File: src/rtl/uart_pkg.sv
// rtl/uart_pkg.sv - shared types and constants for the UART transmit path
package uart_pkg;

   typedef enum logic [2:0] {
      IDLE,
      START,
      DATA,
      PARITY,
      STOP,
      BREAK
   } tx_state_e;

   localparam int MIN_DATA_BITS      = 5;
   localparam int DEFAULT_OVERSAMPLE = 16;

   // Out-of-range frame lengths saturate to the nearest supported length.
   function automatic logic [3:0] clamp_data_bits(input logic [3:0] req, input int max_bits);
      if (int'(req) < MIN_DATA_BITS) begin
         return 4'(MIN_DATA_BITS);
      end
      if (int'(req) > max_bits) begin
         return 4'(max_bits);
      end
      return req;
   endfunction

endpackage

File: src/rtl/uart_tx_bit_timer.sv
// rtl/uart_tx_bit_timer.sv - counts oversampled baud ticks and flags the end of each bit
module uart_tx_bit_timer #(
   parameter int OVERSAMPLE = 16
) (
   input  logic clk,
   input  logic rst,
   input  logic clear,
   input  logic baud_tick,
   output logic bit_end
);

   localparam int               CNT_W = (OVERSAMPLE > 1) ? $clog2(OVERSAMPLE) : 1;
   localparam logic [CNT_W-1:0] LAST  = CNT_W'(OVERSAMPLE - 1);

   logic [CNT_W-1:0] tick_cnt;

   assign bit_end = baud_tick && (tick_cnt == LAST);

   // A clear wins over a coincident tick so every state starts a fresh bit period.
   always_ff @(posedge clk) begin
      if (rst || clear) begin
         tick_cnt <= '0;
      end else if (baud_tick) begin
         tick_cnt <= bit_end ? '0 : tick_cnt + CNT_W'(1);
      end
   end

endmodule

File: src/rtl/uart_tx_engine.sv
// rtl/uart_tx_engine.sv - UART transmit serializer between the TX FIFO and the txd pad
module uart_tx_engine
   import uart_pkg::*;
#(
   parameter int DATA_WIDTH = 8,
   parameter int OVERSAMPLE = DEFAULT_OVERSAMPLE
) (
   input  logic                  clk,
   input  logic                  rst,
   input  logic                  baud_tick,
   input  logic [DATA_WIDTH-1:0] fifo_read_data,
   input  logic                  fifo_empty,
   output logic                  fifo_read_en,
   input  logic                  tx_enable,
   input  logic [3:0]            cfg_data_bits,
   input  logic                  cfg_parity_en,
   input  logic                  cfg_parity_odd,
   input  logic                  cfg_stop_bits,
   input  logic                  break_req,
   output logic                  txd,
   output logic                  tx_busy,
   output logic                  tx_done
);

   tx_state_e             state_q, state_d;
   logic [DATA_WIDTH-1:0] shift_q, shift_d;
   logic [3:0]            nbits_q, nbits_d;
   logic [3:0]            bit_cnt_q, bit_cnt_d;
   logic                  par_en_q, par_en_d;
   logic                  par_bit_q, par_bit_d;
   logic                  two_stop_q, two_stop_d;
   logic                  stop_cnt_q, stop_cnt_d;
   logic                  txd_d, done_d, bit_end, load;
   logic [3:0]            load_bits;
   logic [DATA_WIDTH-1:0] load_mask;

   assign load         = (state_q == IDLE) && !break_req && tx_enable && !fifo_empty && !rst;
   assign fifo_read_en = load;
   assign load_bits    = clamp_data_bits(cfg_data_bits, DATA_WIDTH);
   assign tx_busy      = (state_q != IDLE);

   always_comb begin
      for (int i = 0; i < DATA_WIDTH; i++) begin
         load_mask[i] = (i < int'(load_bits));
      end
   end

   uart_tx_bit_timer #(.OVERSAMPLE(OVERSAMPLE)) u_bit_timer (
      .clk       (clk),
      .rst       (rst),
      .clear     (state_d != state_q),
      .baud_tick (baud_tick),
      .bit_end   (bit_end)
   );

   always_comb begin
      state_d    = state_q;
      shift_d    = shift_q;
      nbits_d    = nbits_q;
      bit_cnt_d  = bit_cnt_q;
      par_en_d   = par_en_q;
      par_bit_d  = par_bit_q;
      two_stop_d = two_stop_q;
      stop_cnt_d = stop_cnt_q;
      done_d     = 1'b0;
      unique case (state_q)
         IDLE: begin
            if (break_req) begin
               state_d = BREAK;
            end else if (load) begin
               // Parity is fixed at load time so later cfg changes cannot touch this frame.
               state_d    = START;
               shift_d    = fifo_read_data;
               nbits_d    = load_bits;
               par_en_d   = cfg_parity_en;
               par_bit_d  = (^(fifo_read_data & load_mask)) ^ cfg_parity_odd;
               two_stop_d = cfg_stop_bits;
               stop_cnt_d = 1'b0;
            end
         end
         START: begin
            if (bit_end) begin
               state_d   = DATA;
               bit_cnt_d = '0;
            end
         end
         DATA: begin
            if (bit_end) begin
               shift_d = shift_q >> 1;
               if (bit_cnt_q == nbits_q - 4'd1) begin
                  state_d = par_en_q ? PARITY : STOP;
               end else begin
                  bit_cnt_d = bit_cnt_q + 4'd1;
               end
            end
         end
         PARITY: begin
            if (bit_end) begin
               state_d = STOP;
            end
         end
         STOP: begin
            if (bit_end) begin
               if (two_stop_q && !stop_cnt_q) begin
                  stop_cnt_d = 1'b1;
               end else begin
                  state_d = IDLE;
                  done_d  = 1'b1;
               end
            end
         end
         BREAK: begin
            if (!break_req) begin
               state_d = IDLE;
            end
         end
         default: state_d = IDLE;
      endcase

      // The pad level follows the state being entered, so txd changes on the same edge as the state.
      txd_d = 1'b1;
      case (state_d)
         START, BREAK: txd_d = 1'b0;
         DATA:         txd_d = shift_d[0];
         PARITY:       txd_d = par_bit_q;
         default:      txd_d = 1'b1;
      endcase
   end

   always_ff @(posedge clk) begin
      if (rst) begin
         state_q    <= IDLE;
         shift_q    <= '0;
         nbits_q    <= '0;
         bit_cnt_q  <= '0;
         par_en_q   <= 1'b0;
         par_bit_q  <= 1'b0;
         two_stop_q <= 1'b0;
         stop_cnt_q <= 1'b0;
         txd        <= 1'b1;
         tx_done    <= 1'b0;
      end else begin
         state_q    <= state_d;
         shift_q    <= shift_d;
         nbits_q    <= nbits_d;
         bit_cnt_q  <= bit_cnt_d;
         par_en_q   <= par_en_d;
         par_bit_q  <= par_bit_d;
         two_stop_q <= two_stop_d;
         stop_cnt_q <= stop_cnt_d;
         txd        <= txd_d;
         tx_done    <= done_d;
      end
   end

endmodule

File: config.mk
export PLATFORM = sky130hd
export DESIGN_NAME = uart_tx_engine
export DESIGN_NICKNAME = d
export VERILOG_FILES = /design/src/rtl/uart_pkg.sv /design/src/rtl/uart_tx_bit_timer.sv /design/src/rtl/uart_tx_engine.sv
export SDC_FILE = /design/constraint.sdc
export NUM_CORES = 1
export LEC_CHECK = 0
export BUFFER_PORTS_ARGS = -buffer_cell sky130_fd_sc_hd__clkbuf_2
export CORE_UTILIZATION = 55
export DETAILED_ROUTE_END_ITERATION = 6
export PLACE_DENSITY = 0.78
export SYNTH_ARGS = -nofsm -noshare
export SYNTH_HDL_FRONTEND = slang
export SYNTH_HIERARCHICAL = 1
export SYNTH_SLANG_ARGS = --single-unit
File: constraint.sdc
create_clock -name clk -period 3 [get_ports clk]
set_input_delay 0.75 -clock clk [delete_from_list [all_inputs] [get_ports clk]]
set_output_delay 0.75 -clock clk [all_outputs]
set_load 0.01 [all_outputs]
==> impl_results.md <==
* Status: completed
* DR vias at 1412
* Minimum hold slack at 0.462 ns
* Synth top area cells: dfxtp_1, a21oi_1, xnor2_1, nand2_1, nor2_1
* Yosys top cell area share at between 30% and 40%
* Slew margin rel. at 69.1%
* Max Cap Viol at 0
* Storage cell area at 581 um^2
* Initial DRC count at 22
* # nets final at 238
* Ratio of cells with drive above 1 in the final layout at 18.1%
* CP Cell Sequence: clkbuf_2, nor4b_2, nand3_2, clkinv_1, clkbuf_2
* Fin Setup TNS at 0 ns
* HP Start: shift_q[6]$_SDFFE_PP0P_
* Synthesized Nets at approximately 210
* First-pass GRT wire length at approximately 5000 um
* Tcrit/Tclk final at 84.5%
* Syn_area_per_cell at 8.25 um^2
* Post-synth EDFFs at 0
* Largest net degree at the start of global routing at 23
* Leak Pwr at 0.694 nW
* CP delay by family, top: simple AND/OR/NAND/NOR gates
* Number of buffers and inverters on the critical path at 3
* TritonCTS buffer count at 5
* Maximum VDD drop at 453 uV
* Unrepaired setup endpoints after global routing: no
* Worst Path Required at 2.25 ns
* CP Capture Type: primary output
* DRC viols at 0
* Final Hold Fails at 0
* Worst setup path startpoint: break_req
* Max Freq at 394 MHz
* CP arrival at 1.79 ns
* Area grow syn2layout at 14.6%
* Area occupied by multi-input gates at 912 um^2
* Cts repair resizes at 0
* Synthesis-stage register bit count at 29
* Fill count at about 250
* Overall routing resource usage at 24.3%
* Setup Buffers After CTS at 0
* Post-synthesis cell type count at 41
* Slew of the pin with the lowest slew margin at 0.461 ns
* Post-Route WL at 3260 um
* Clock Skew at ~0.0065 ns
* Initial antenna violation count at 0
* Tmin final at 2.54 ns
* Synth warn at 6
* CTS clock-pin slew for the worst setup and hold paths at 0.09 ns
* Drt first pass iters at 4
* Crit start category: primary input
* Setup-failing EPs final at 0
* Critical path type: primary input to primary output
* Worst R2R Setup Slack at 0.66 ns
* Vias in the first global route at between 1k and 1.5k
* Die area at 0.00303 mm^2
* Gate Count Post-Synth at 188
* Routed Antenna Nets at 0
* Max Buffers Root-to-Sink at 2
* Slowest-stage cell, CP: nor4b_2
* Crit-path max cell delay at roughly 0.3 ns
* Post-Syn Area at 0.00155 mm^2
* Antenna Diode Count at 0
* CTS sink cnt at 29
* Die width at 55.1 um
* Clock Latency Late Sink at 0.33 ns
* Clock Root Buffer: clkbuf_4
* Top cell by count, worst path: clkbuf_2
* Row cnt at 18
* # IOs at 25
* Port buffer count at 24
* Final Max Tran Viols at 0
* Core area at around 0.0026 mm^2
* Hold-fix buffers, CTS at 0
* Hpwl dp at 2320 um
* Register area share after synthesis at 37.4%
* # H-tree levels at 2
* Starting Density at 60.4%
* Die Y at 55.1 um
* Via/cell ratio at around 5.8
* Pwr per Cell Area at just over 600 mW/mm^2
* Top_reg_cell synth: dfxtp_1
* Total grt overflow at 0
* Count leader, synth: dfxtp_1
* CTS tree: done
* Worst-path maximum fanout at 10
* Cell accounting for the most synthesized area: dfxtp_1
* Hold Crit Class: register to register
* Commonest cells in the synthesized netlist: dfxtp_1, a21oi_1, nand2_1, nor2_1, xnor2_1
* Placer Congestion at between 0.8 and 0.9
* Worst R2R Start: u_bit_timer/tick_cnt[0]$_SDFFE_PP0P_
* WL per Instance at 13.3 um
* Ys async rst share at 0%
sequential cells by signal, indices dropped and copies added, names as in the netlist:
signal / count
shift_q: 8
bit_cnt_q: 4
state_q: 3
par_bit_q: 1
txd: 1
stop_cnt_q: 1
nbits_q: 4
two_stop_q: 1
u_bit_timer/tick_cnt: 4
tx_done: 1
par_en_q: 1
placed cells by master (no fill, tap or decap), drive strengths merged, types with 2 or more instances in the layout:
master	netlist	final
nor2	15	15
a22oi	7	7
nand2b	4	4
ha	3	3
clkbuf	3	31
o21ai	10	10
nand2	21	21
nand3b	2	2
xor2	4	4
nand3	6	6
xnor2	11	11
inv	6	6
and2b	2	2
buf	4	2
nor3b	3	3
a21o	3	3
a31oi	2	2
nor3	7	7
or3	3	3
and3	4	4
dfxtp	29	29
and2	2	2
a21oi	21	21
through the flow:
step / setup slack, ns / util [%] / cells / total power, mW / area, um^2
final: 0.465 / 69.2 / 245 / 1.11 / 1780
after global routing: 0.342 / 69.2 / 245 / 1.17 / 1780
after CTS: 0.462 / 69.2 / 245 / 1.11 / 1780
after detailed placement: 0.424 / 65.9 / 237 / 0.770 / 1690
after global placement: 0.463 / 65.9 / 237 / 0.762 / 1690
after floorplan: 0.566 / - / 188 / 0.688 / 1550
worst paths after layout:
check | end | cells past startpoint
max reg2reg | u_bit_timer/tick_cnt[1]$_SDFFE_PP0P_ | 6
max | fifo_read_en | 5
min reg2reg | shift_q[6]$_SDFFE_PP0P_ | 2
min | shift_q[6]$_SDFFE_PP0P_ | 2
logic make-up after synthesis:
logic type                 share of synthesized area, %
DFF                                                37.4
buffers and inverters                              3.71
xor gates and xnor gates                           9.93
AOI/OAI and AO/OA                                  21.1
and+or+nand+nor                                    24.7
muxes                                             0.646
adders and majority gates                          2.42
report_power, final:
group	internal, mW	total (mW)	switching [mW]
Clock	0.199	0.340	0.141
Combinational	0.129	0.302	0.173
Sequential	0.418	0.464	0.0460
routing by layer:
metal | vias up | global-route usage [%] | part of all wire (%)
li1 | 724 | - | -
met1 | 646 | 28.8 | 47
met2 | 35 | 40.8 | 46
met3 | 7 | 7.38 | 4.3
met4 | 0 | 10.0 | 1.9
met5 | - | 0 | 0
final cells by class:
cell class	count	area share, %
tap	30	2.11
multi-input combinational	145	51.3
clock inverter	1	1.69
inverter	7	1.48
clock buffer	7	3.10
timing repair buffer	26	7.61
sequential	29	32.7
worst reg2reg max path: cells and delay by family (launching register included):
| kind | cells | cell delay [ns] |
|---|---|---|
| adders and majority gates | 1 | 0.23 |
| and+or+nand+nor | 3 | 0.89 |
| AOI/OAI and AO/OA | 2 | 0.69 |
| DFF | 1 | 0.40 |
Note: power is estimated with default switching activity, not from simulation.
